`src/rtl/wisc_pkg.sv`:
```
// Shared types and constants for the 16-bit pipelined CPU: opcodes, control
// bundle layouts and the decode-stage state encoding.
package wisc_pkg;

  localparam int unsigned DATA_W    = 16;
  localparam int unsigned REG_AW    = 4;
  localparam int unsigned NUM_REGS  = 16;
  localparam int unsigned WB_W      = 1;
  localparam int unsigned M_W       = 2;
  localparam int unsigned EX_W      = 10;
  localparam int unsigned ALU_SRC_W = 2;
  localparam int unsigned SHAMT_W   = 4;
  localparam int unsigned ALU_OP_W  = 4;

  typedef enum logic [3:0] {
    OP_ADD  = 4'h0, OP_SUB  = 4'h1, OP_NAND = 4'h2, OP_XOR  = 4'h3,
    OP_NOR  = 4'h4, OP_SRA  = 4'h5, OP_SRL  = 4'h6, OP_SLL  = 4'h7,
    OP_LW   = 4'h8, OP_SW   = 4'h9, OP_LHB  = 4'hA, OP_LLB  = 4'hB,
    OP_C    = 4'hC, OP_D    = 4'hD, OP_E    = 4'hE, OP_HLT  = 4'hF
  } opcode_t;

  localparam logic [ALU_SRC_W-1:0] ALU_SRC_REG    = 2'b00;
  localparam logic [ALU_SRC_W-1:0] ALU_SRC_IMM    = 2'b01;
  localparam logic [ALU_SRC_W-1:0] ALU_SRC_OFFSET = 2'b10;
  localparam logic [ALU_SRC_W-1:0] ALU_SRC_ONE    = 2'b11;

  localparam logic [M_W-1:0] M_READ  = 2'b10;
  localparam logic [M_W-1:0] M_WRITE = 2'b01;

  typedef enum logic {
    ST_RUN  = 1'b0,
    ST_HALT = 1'b1
  } state_t;

  typedef struct packed {
    logic [ALU_SRC_W-1:0] alu_src;
    logic [SHAMT_W-1:0]   shamt;
    logic [ALU_OP_W-1:0]  alu_op;
  } ex_ctrl_t;

  typedef struct packed {
    logic                 valid;
    logic [WB_W-1:0]      wb;
    logic [M_W-1:0]       m;
    ex_ctrl_t             ctrl;
    logic [DATA_W-1:0]    reg0;
    logic [DATA_W-1:0]    reg1;
    logic [REG_AW-1:0]    rs;
    logic [REG_AW-1:0]    rt;
    logic [REG_AW-1:0]    rd;
    logic [DATA_W-1:0]    imm;
    logic [DATA_W-1:0]    offset;
    logic                 halt;
  } idex_t;

endpackage

```
`src/rtl/reg_file.sv`:
```
// 16x16 register file: two async read ports, one sync write port,
// R0 hard-wired to zero, write-to-read bypass within the same cycle.
module reg_file
  import wisc_pkg::*;
(
  input  logic              clk,
  input  logic              rst,
  input  logic              i_we,
  input  logic [REG_AW-1:0] i_waddr,
  input  logic [DATA_W-1:0] i_wdata,
  input  logic [REG_AW-1:0] i_raddr0,
  input  logic [REG_AW-1:0] i_raddr1,
  output logic [DATA_W-1:0] o_rdata0,
  output logic [DATA_W-1:0] o_rdata1
);

  logic [DATA_W-1:0] r_mem [NUM_REGS];

  always_ff @(posedge clk or posedge rst) begin
    if (rst) begin
      for (int unsigned i = 0; i < NUM_REGS; i++) r_mem[i] <= '0;
    end else if (i_we && (i_waddr != '0)) begin
      r_mem[i_waddr] <= i_wdata;
    end
  end

  assign o_rdata0 = (i_raddr0 == '0) ? '0 :
                    (i_we && (i_waddr == i_raddr0)) ? i_wdata : r_mem[i_raddr0];
  assign o_rdata1 = (i_raddr1 == '0) ? '0 :
                    (i_we && (i_waddr == i_raddr1)) ? i_wdata : r_mem[i_raddr1];

endmodule

```
`src/rtl/id_slice.sv`:
```
// Instruction-decode stage: decodes IF/ID into control bundles and operands,
// detects load-use hazards, handles halt, and registers the result into ID/EX.
module id_slice
  import wisc_pkg::*;
(
  input  logic              clk,
  input  logic              rst,
  input  logic              if_valid,
  input  logic [DATA_W-1:0] if_instr,
  input  logic              flush,
  input  logic              wb_we,
  input  logic [REG_AW-1:0] wb_dst,
  input  logic [DATA_W-1:0] wb_data,
  output logic              stall_out,
  output logic              ex_valid,
  output logic [WB_W-1:0]   ex_wb,
  output logic [M_W-1:0]    ex_m,
  output logic [EX_W-1:0]   ex_ctrl,
  output logic [DATA_W-1:0] ex_reg0,
  output logic [DATA_W-1:0] ex_reg1,
  output logic [REG_AW-1:0] ex_rs,
  output logic [REG_AW-1:0] ex_rt,
  output logic [REG_AW-1:0] ex_rd,
  output logic [DATA_W-1:0] ex_imm,
  output logic [DATA_W-1:0] ex_offset,
  output logic              ex_halt
);

  state_t            r_state;
  state_t            w_state_nxt;
  idex_t             r_idex;
  idex_t             w_dec;
  idex_t             w_idex_d;
  opcode_t           w_op;
  logic [REG_AW-1:0] w_fa;
  logic [REG_AW-1:0] w_fb;
  logic [REG_AW-1:0] w_fc;
  logic [DATA_W-1:0] w_rdata0;
  logic [DATA_W-1:0] w_rdata1;
  logic              w_hazard;

  assign w_op = opcode_t'(if_instr[15:12]);
  assign w_fa = if_instr[11:8];
  assign w_fb = if_instr[7:4];
  assign w_fc = if_instr[3:0];

  // Unused source ports are left at address 0 so they never match a hazard.
  always_comb begin
    w_dec        = '0;
    w_dec.valid  = 1'b1;
    w_dec.imm    = {8'h00, if_instr[7:0]};
    w_dec.offset = {{11{w_fc[3]}}, w_fc, 1'b0};
    case (w_op)
      OP_ADD, OP_SUB, OP_NAND, OP_XOR, OP_NOR: begin
        w_dec.rd           = w_fa;
        w_dec.rs           = w_fb;
        w_dec.rt           = w_fc;
        w_dec.wb           = 1'b1;
        w_dec.ctrl.alu_src = ALU_SRC_REG;
        w_dec.ctrl.alu_op  = if_instr[15:12];
      end
      OP_SRA, OP_SRL, OP_SLL: begin
        w_dec.rd           = w_fa;
        w_dec.rs           = w_fb;
        w_dec.wb           = 1'b1;
        w_dec.ctrl.alu_src = ALU_SRC_REG;
        w_dec.ctrl.shamt   = w_fc;
        w_dec.ctrl.alu_op  = if_instr[15:12];
      end
      OP_LW: begin
        w_dec.rd           = w_fa;
        w_dec.rs           = w_fb;
        w_dec.wb           = 1'b1;
        w_dec.m            = M_READ;
        w_dec.ctrl.alu_src = ALU_SRC_OFFSET;
        w_dec.ctrl.alu_op  = OP_ADD;
      end
      OP_SW: begin
        w_dec.rs           = w_fb;
        w_dec.rt           = w_fa;
        w_dec.m            = M_WRITE;
        w_dec.ctrl.alu_src = ALU_SRC_OFFSET;
        w_dec.ctrl.alu_op  = OP_ADD;
      end
      OP_LHB, OP_LLB: begin
        w_dec.rd           = w_fa;
        w_dec.rs           = w_fa;
        w_dec.wb           = 1'b1;
        w_dec.ctrl.alu_src = ALU_SRC_IMM;
        w_dec.ctrl.alu_op  = if_instr[15:12];
      end
      default: w_dec = '0;
    endcase
  end

  reg_file u_reg_file (
    .clk      (clk),
    .rst      (rst),
    .i_we     (wb_we),
    .i_waddr  (wb_dst),
    .i_wdata  (wb_data),
    .i_raddr0 (w_dec.rs),
    .i_raddr1 (w_dec.rt),
    .o_rdata0 (w_rdata0),
    .o_rdata1 (w_rdata1)
  );

  assign w_hazard = r_idex.valid && r_idex.m[1] && (r_idex.rd != '0) &&
                    ((r_idex.rd == w_dec.rs) || (r_idex.rd == w_dec.rt));

  always_ff @(posedge clk or posedge rst) begin
    if (rst) r_state <= ST_RUN;
    else     r_state <= w_state_nxt;
  end

  // Next state, stall and the value loaded into ID/EX; flush outranks a hazard.
  always_comb begin
    w_state_nxt = r_state;
    stall_out   = 1'b0;
    w_idex_d    = '0;
    case (r_state)
      ST_RUN: begin
        if (if_valid && !flush) begin
          if (w_hazard) begin
            stall_out = 1'b1;
          end else if (w_op == OP_HLT) begin
            w_state_nxt   = ST_HALT;
            w_idex_d.halt = 1'b1;
          end else begin
            w_idex_d      = w_dec;
            w_idex_d.reg0 = w_rdata0;
            w_idex_d.reg1 = w_rdata1;
          end
        end
      end
      ST_HALT: begin
        stall_out     = 1'b1;
        w_idex_d.halt = 1'b1;
      end
    endcase
  end

  always_ff @(posedge clk or posedge rst) begin
    if (rst) r_idex <= '0;
    else     r_idex <= w_idex_d;
  end

  assign ex_valid  = r_idex.valid;
  assign ex_wb     = r_idex.wb;
  assign ex_m      = r_idex.m;
  assign ex_ctrl   = r_idex.ctrl;
  assign ex_reg0   = r_idex.reg0;
  assign ex_reg1   = r_idex.reg1;
  assign ex_rs     = r_idex.rs;
  assign ex_rt     = r_idex.rt;
  assign ex_rd     = r_idex.rd;
  assign ex_imm    = r_idex.imm;
  assign ex_offset = r_idex.offset;
  assign ex_halt   = r_idex.halt;

endmodule

```
`config.mk`:
```
export PLATFORM = sky130hd
export DESIGN_NAME = id_slice
export DESIGN_NICKNAME = d
export VERILOG_FILES = /design/src/rtl/wisc_pkg.sv /design/src/rtl/reg_file.sv /design/src/rtl/id_slice.sv
export SDC_FILE = /design/constraint.sdc
export NUM_CORES = 1
export LEC_CHECK = 0
export BUFFER_PORTS_ARGS = -buffer_cell sky130_fd_sc_hd__clkbuf_2
export CORE_ASPECT_RATIO = 1.4
export CORE_MARGIN = 2
export CORE_UTILIZATION = 56
export DETAILED_ROUTE_END_ITERATION = 12
export GPL_TIMING_DRIVEN = 0
export PLACE_DENSITY_LB_ADDON = 0.1
export SYNTH_ARGS = -nofsm -noshare
export SYNTH_HDL_FRONTEND = slang
export SYNTH_SLANG_ARGS = --single-unit
```
`constraint.sdc`:
```
create_clock -name clk -period 21.3 [get_ports clk]
set_input_delay 2.13 -clock clk [delete_from_list [all_inputs] [get_ports clk]]
set_output_delay 2.13 -clock clk [all_outputs]
set_load 0.02 [all_outputs]
```
### Yosys cells after proc, flatten, opt, wreduce, memory -nomap -nowiden

Cells that the tools add are included.

| cells by class | value |
|---|---|
| mux-type cells | 36 |
| reductions and logical operators | 23 |
| equal/unequal tests | 16 |
| bitwise gates (word level) | 4 |
| order comparisons | 4 |

Operators with widths:

| cell | count |
|---|---|
| bitwise mux 256 bit | 1 |
| 2-to-1 mux 91 bit | 2 |
| 2-to-1 mux 90 bit | 2 |
| 2-to-1 mux 16 bit | 9 |
| binary-select mux 16 bit (select 4 bit) | 2 |
| demux 16 bit (select 4 bit) | 1 |
| 2-to-1 mux 25 bit | 1 |
| equality test 4 bit, second input constant | 5 |
| OR reduction 10 bit | 2 |
| equality test 4 x 3 -> 1 bit, second input constant | 4 |
| equality test 4 bit | 4 |
| one-hot mux 4 bit (2 select lines) | 2 |
| >= comparator 5 bit, second input constant | 3 |
| inverter 4 -> 5 bit | 3 |
| zero test 4 bit | 3 |
| 2-to-1 mux 4 bit | 3 |
| OR reduction 12 bit | 1 |
| OR reduction 11 bit | 1 |
| 2-to-1 mux 1 bit | 9 |
| equality test 4 x 2 -> 1 bit, second input constant | 2 |
| logical AND 1 bit | 8 |
| one-hot mux 2 bit (2 select lines) | 2 |
| nonzero test 4 bit | 2 |
| < comparator 5 x 1 -> 1 bit, second input constant | 1 |
| other kinds (8) | 10 |

| storage, ports and cells | value |
|---|---|
| output and inout port bits | 92 |
| word-level logic and storage cells | 114 |
| register bits | 348 |

### Logic depth before layout (Yosys ltp)

| logic depth | value |
|---|---|
| depth after elaboration | 13 |
| mapped depth | 12 |

### Hierarchy

Synthesis repeated with hierarchy kept, for this count alone.

| unflattened totals | value |
|---|---|
| cell total of the unflattened synthesis | 1458 |
| area, all modules | 17941.0 um^2 |

By module, submodules not included:

| module | area each (um^2) | sequential area each (um^2) | instances | cells an instance |
|---|---|---|---|---|
| reg_file | 14139.8 | 6406.1 | 1 | 1050 |
| id_slice | 3801.1 | 1676.6 | 1 | 408 |

### Worst setup path after synthesis

Ideal clock, no wire load.

| path | value |
|---|---|
| path kind | input -> output |
| start | input port if_instr[12] |
| end | output port stall_out |
| data arrival time | 4.071 ns |
| stages on the path | 7 |
| path slack | 15.099 ns |
| buffers on the path | 1 |
| cell sequence | clkbuf_1 or4b_1 o211a_2 xnor2_1 nor4_2 o2111ai_4 o21bai_1 |

| between the ends | value |
|---|---|
| word-level cells in the longest chain between the ends | 9 |
| elaborated cells between the ends (all ways) | 24 |

Ends and longest elaborated chain:

| what | RTL line | RTL |
|---|---|---|
| from (decl) | id_slice.sv:9 | `input logic [DATA_W-1:0] if_instr,` |
| equality test 4 bit, or another cell as far along | id_slice.sv:53 | `case (w_op)` |
| OR reduction 10 bit (no line), or another cell as far along | - |  |
| one-hot mux 4 bit (2 select lines) | id_slice.sv:53 |  |
| equality test 4 bit | id_slice.sv:109 | `((r_idex.rd == w_dec.rs) \|\| (r_idex.rd == w_dec.rt));` |
| logical OR 1 bit * | id_slice.sv:109 |  |
| logical AND 1 bit * | id_slice.sv:108 | `assign w_hazard = r_idex.valid && r_idex.m[1] && (r_idex.rd != '0) &&` |
| 2-to-1 mux 1 bit * | id_slice.sv:124 | `if (w_hazard) begin` |
| 2-to-1 mux 1 bit * | id_slice.sv:123 | `if (if_valid && !flush) begin` |
| one-hot mux 1 bit (2 select lines) * | id_slice.sv:121 | `case (r_state)` |
| to (decl) | id_slice.sv:14 | `output logic stall_out,` |

Mark *: on every way between the ends. The rest lies on a longest branch, timed or not.

### Worst setup path in the final report

Ends and elaborated chain as after synthesis.

==> metrics.md <==
| Metric | Value |
|---|---|
| Vias per inst | `6.83` |
| H-tree Lvls | `2` |
| Post-Layout Cell Count | `2,156` |
| Critical path capture point type | `output port` |
| Psw | `0.578 mW` |
| Max Cap Viol | `2` |
| Critical path type | `in2out` |
| Number of global-route vias before repair | `14,300` |
| Routed WL | `65,000 microns` |
| Fin util | `0.647` |
| Synth top area cells | `dfrtp_1 (48%), mux2_2 (16%), mux2i_1 (8.8%)` |
| Share of the synthesized area in the top cell type | `0.476` |
| Syn Area/Cell | `10.8 sq um` |
| Outcome | `finished, violations left` |
| Peak Freq | `153 MHz` |
| Reg power frac | `0.444` |
| IO buf count | `120` |
| CP Launch Type | `input port` |
| Tightest Hold Check Type | `reg2reg` |
| Final setup viols | `0` |
| DIE WIDTH | `151 microns` |
| Failing checks | `capacitance limit, slew limit` |
| First-pass DRT Iterations | `6` |
| Clk Latency, worst-skew pair | `540 ps` |
| Mapped Area | `0.0170 sq mm` |
| Peak VDD IR | `0.0733 mV` |
| Slew HR | `-0.101` |
| Ys flop type | `dfrtp_1` |
| Worst Path Required | `19,170 ps` |
| Starting Density | `0.568` |
| Hold Vio Cnt, Final | `0` |
| P per Cell Area | `95.4 mW/mm^2` |
| Simple-gate share of the synthesized area | `0.147` |
| Post-DP HPWL | `41,500 microns` |
| Data arrival, critical path | `4410 ps` |
| Lkg Pwr | `8.61 nW` |
| Final hold slack | `491 ps` |
| Setup_tns | `0 ps` |
| WL/cell | `30.2 microns` |
| Area Growth Syn to Fin | `13.9%` |
| Cell Int Power | `1.27 mW` |
| First-pass GRT wire length | `93,200 microns` |
| Mapped Cells | `1,579` |
| Layout cells sized above 1 | `0.290` |
| Post-CTS resize count | `0` |
| Slew @ Worst Pin | `1650 ps` |
| Post-CTS setup repair buffer count | `0` |
| Ports | `133` |
| Post-Synth XOR/XNOR Area | `0.00825` |
| Async SR Flop Fraction | `1.00` |
| Core Footprint | `0.0299 sq mm` |
| Comb power frac | `0.220` |
| Count leader, synth | `dfrtp_1` |
| Count of cell types in the netlist | `59` |
| Largest net degree at the start of global routing | `94` |
| Clk pin slew, worst setup/hold paths | `60 ps` |
| Total gr overflow | `0` |
| Period utilization | `0.307` |
| Hold_buf cts | `0` |
| Seq cells post-synth | `323` |
| Largest area contributor in the netlist | `dfrtp_1` |
| GRT Overall Usage | `0.412` |
| Largest family of logic cells by synthesized area | `multiplexers` |
| Proportion of synthesized area in mux cells | `0.247` |
| Clock Root Buffer | `clkbuf_16` |
| Number of buffers created by CTS | `34` |
| Design Area, Final | `0.0194 sq mm` |
| Sequential area share after synthesis | `0.476` |
| CP max FO | `10` |
| Vias | `14,700` |
| Post-DP Area | `0.0182 sq mm` |
| Row cnt | `75` |
| Post-synthesis compound-gate area fraction | `0.0739` |
| EDFF count, synth | `0` |
| Final #Nets | `1,787` |
| Deepest clock path buffer count | `3` |
| GP Congestion | `0.988` |
| Worst Skew | `9.80 ps` |
| Drt drc | `0` |
| Post-synth top cells | `dfrtp_1 (323), mux2_2 (240), nand2_1 (211)` |
| Post-synthesis adder-cell area fraction | `0` |
| RSZ-0062 raised after global routing | `false` |
| Cells after DPL | `2,095` |
| Chip height | `210 microns` |
| Full die area | `0.0318 sq mm` |
| Initial antenna violation count | `2` |
| Net Sw Frac | `0.313` |
| Final min period | `6540 ps` |
| Final ANT Viol Nets | `0` |
| Synthesis Warnings | `0` |
| CTS tree | `built` |
| Clock power share | `0.336` |
| CTS Sinks | `323` |
| Initial DRC Count | `2,132` |
| Slew Limit Fails | `19` |
per-layer routing:
metal | up-vias | share of wire | routed length, microns | global-route usage
li1 | 5955 | - | - | -
met1 | 7155 | 0.34 | 22400 | 0.502
met2 | 1203 | 0.44 | 28300 | 0.615
met3 | 403 | 0.13 | 8230 | 0.121
met4 | 2 | 0.093 | 6020 | 0.307
met5 | - | 0.00023 | 15 | 0
power groups by stage:
| stage | clock (mW) | combinational, mW | sequential [mW] |
|---|---|---|---|
| after floorplan | 0 | 0.278 | 0.801 |
| after global placement | 0 | 0.379 | 0.821 |
| after detailed placement | 0 | 0.392 | 0.825 |
| after CTS | 0.619 | 0.394 | 0.815 |
| after global routing | 0.646 | 0.431 | 0.831 |
| final | 0.620 | 0.406 | 0.821 |
stage by stage:
stage | total power, mW | setup slack (ps)
4_1_cts | 1.83 | 14740
5_1_grt | 1.91 | 14590
3_3_place_gp | 1.20 | 6900
3_5_place_dp | 1.22 | 14790
6_report | 1.85 | 14760
2_1_floorplan | 1.08 | 10230
path summary, 6_finish.rpt:
check / startpoint / endpoint / slack (ps) / cells after the start
setup / recovery: if_instr[12] / stall_out / 14760 / 9
hold / removal: u_reg_file.r_mem[251] / u_reg_file.r_mem[251] / 490 / 1
setup reg to reg: ex_rd[0] / ex_reg0[6] / 18610 / 5
hold reg to reg: u_reg_file.r_mem[251] / u_reg_file.r_mem[251] / 490 / 1
max in group asynchronous: rst / u_reg_file.r_mem[216] / 18030 / 5
min in group asynchronous: rst / ex_imm[1] / 1660 / 2
state kept, by name, indices dropped and copies added, names as in the netlist:
name / flops
ex_ctrl: 10
ex_halt: 1
ex_imm: 8
ex_m: 2
ex_rd: 4
ex_reg0: 16
ex_reg1: 16
ex_rs: 4
ex_rt: 4
ex_valid: 1
ex_wb: 1
u_reg_file.r_mem: 256
cell usage in the layout (no fill, tap or decap), types with 14 or more instances in the layout:
master       n
buf_4       27
nand4_1     14
buf_2       41
a22oi_1     77
nand2_1    211
nand3_1     99
a32oi_1     16
clkbuf_1    93
nor3_1      17
and4_1      19
mux2i_1    149
clkbuf_2   120
clkbuf_16   37
nor2_1      61
and3_1      21
xnor2_1     15
mux2_2     240
dfrtp_1    323
a21oi_1     63
logic make-up (layout without fill, tap and decap cells):
family,count (synthesis),count (layout)
AND/OR/NAND/NOR,495,495
XOR/XNOR,16,16
flip-flops,323,323
AO/OA/AOI/OAI,182,182
multiplexers,389,389
other,1,10
buffers and inverters,173,356
worst max-delay path, stage by stage:
cell,delay (ps)
clkbuf_2,100
clkbuf_1,200
or4b_1,570
o211a_2,180
xnor2_1,140
nor4_2,380
o2111ai_4,300
o21bai_1,230
clkbuf_2,200
final cells by class:
type / count / area, sq um
antenna: 1 / 2.50
buffer: 171 / 810
clock buffer: 49 / 1040
clock inverter: 11 / 114
fill: 2415 / 10600
inverter: 2 / 15.0
multi-input combinational: 1091 / 8130
sequential: 323 / 8080
tap: 385 / 482
timing repair buffer: 123 / 683
Power figures use the tool's default switching activity.
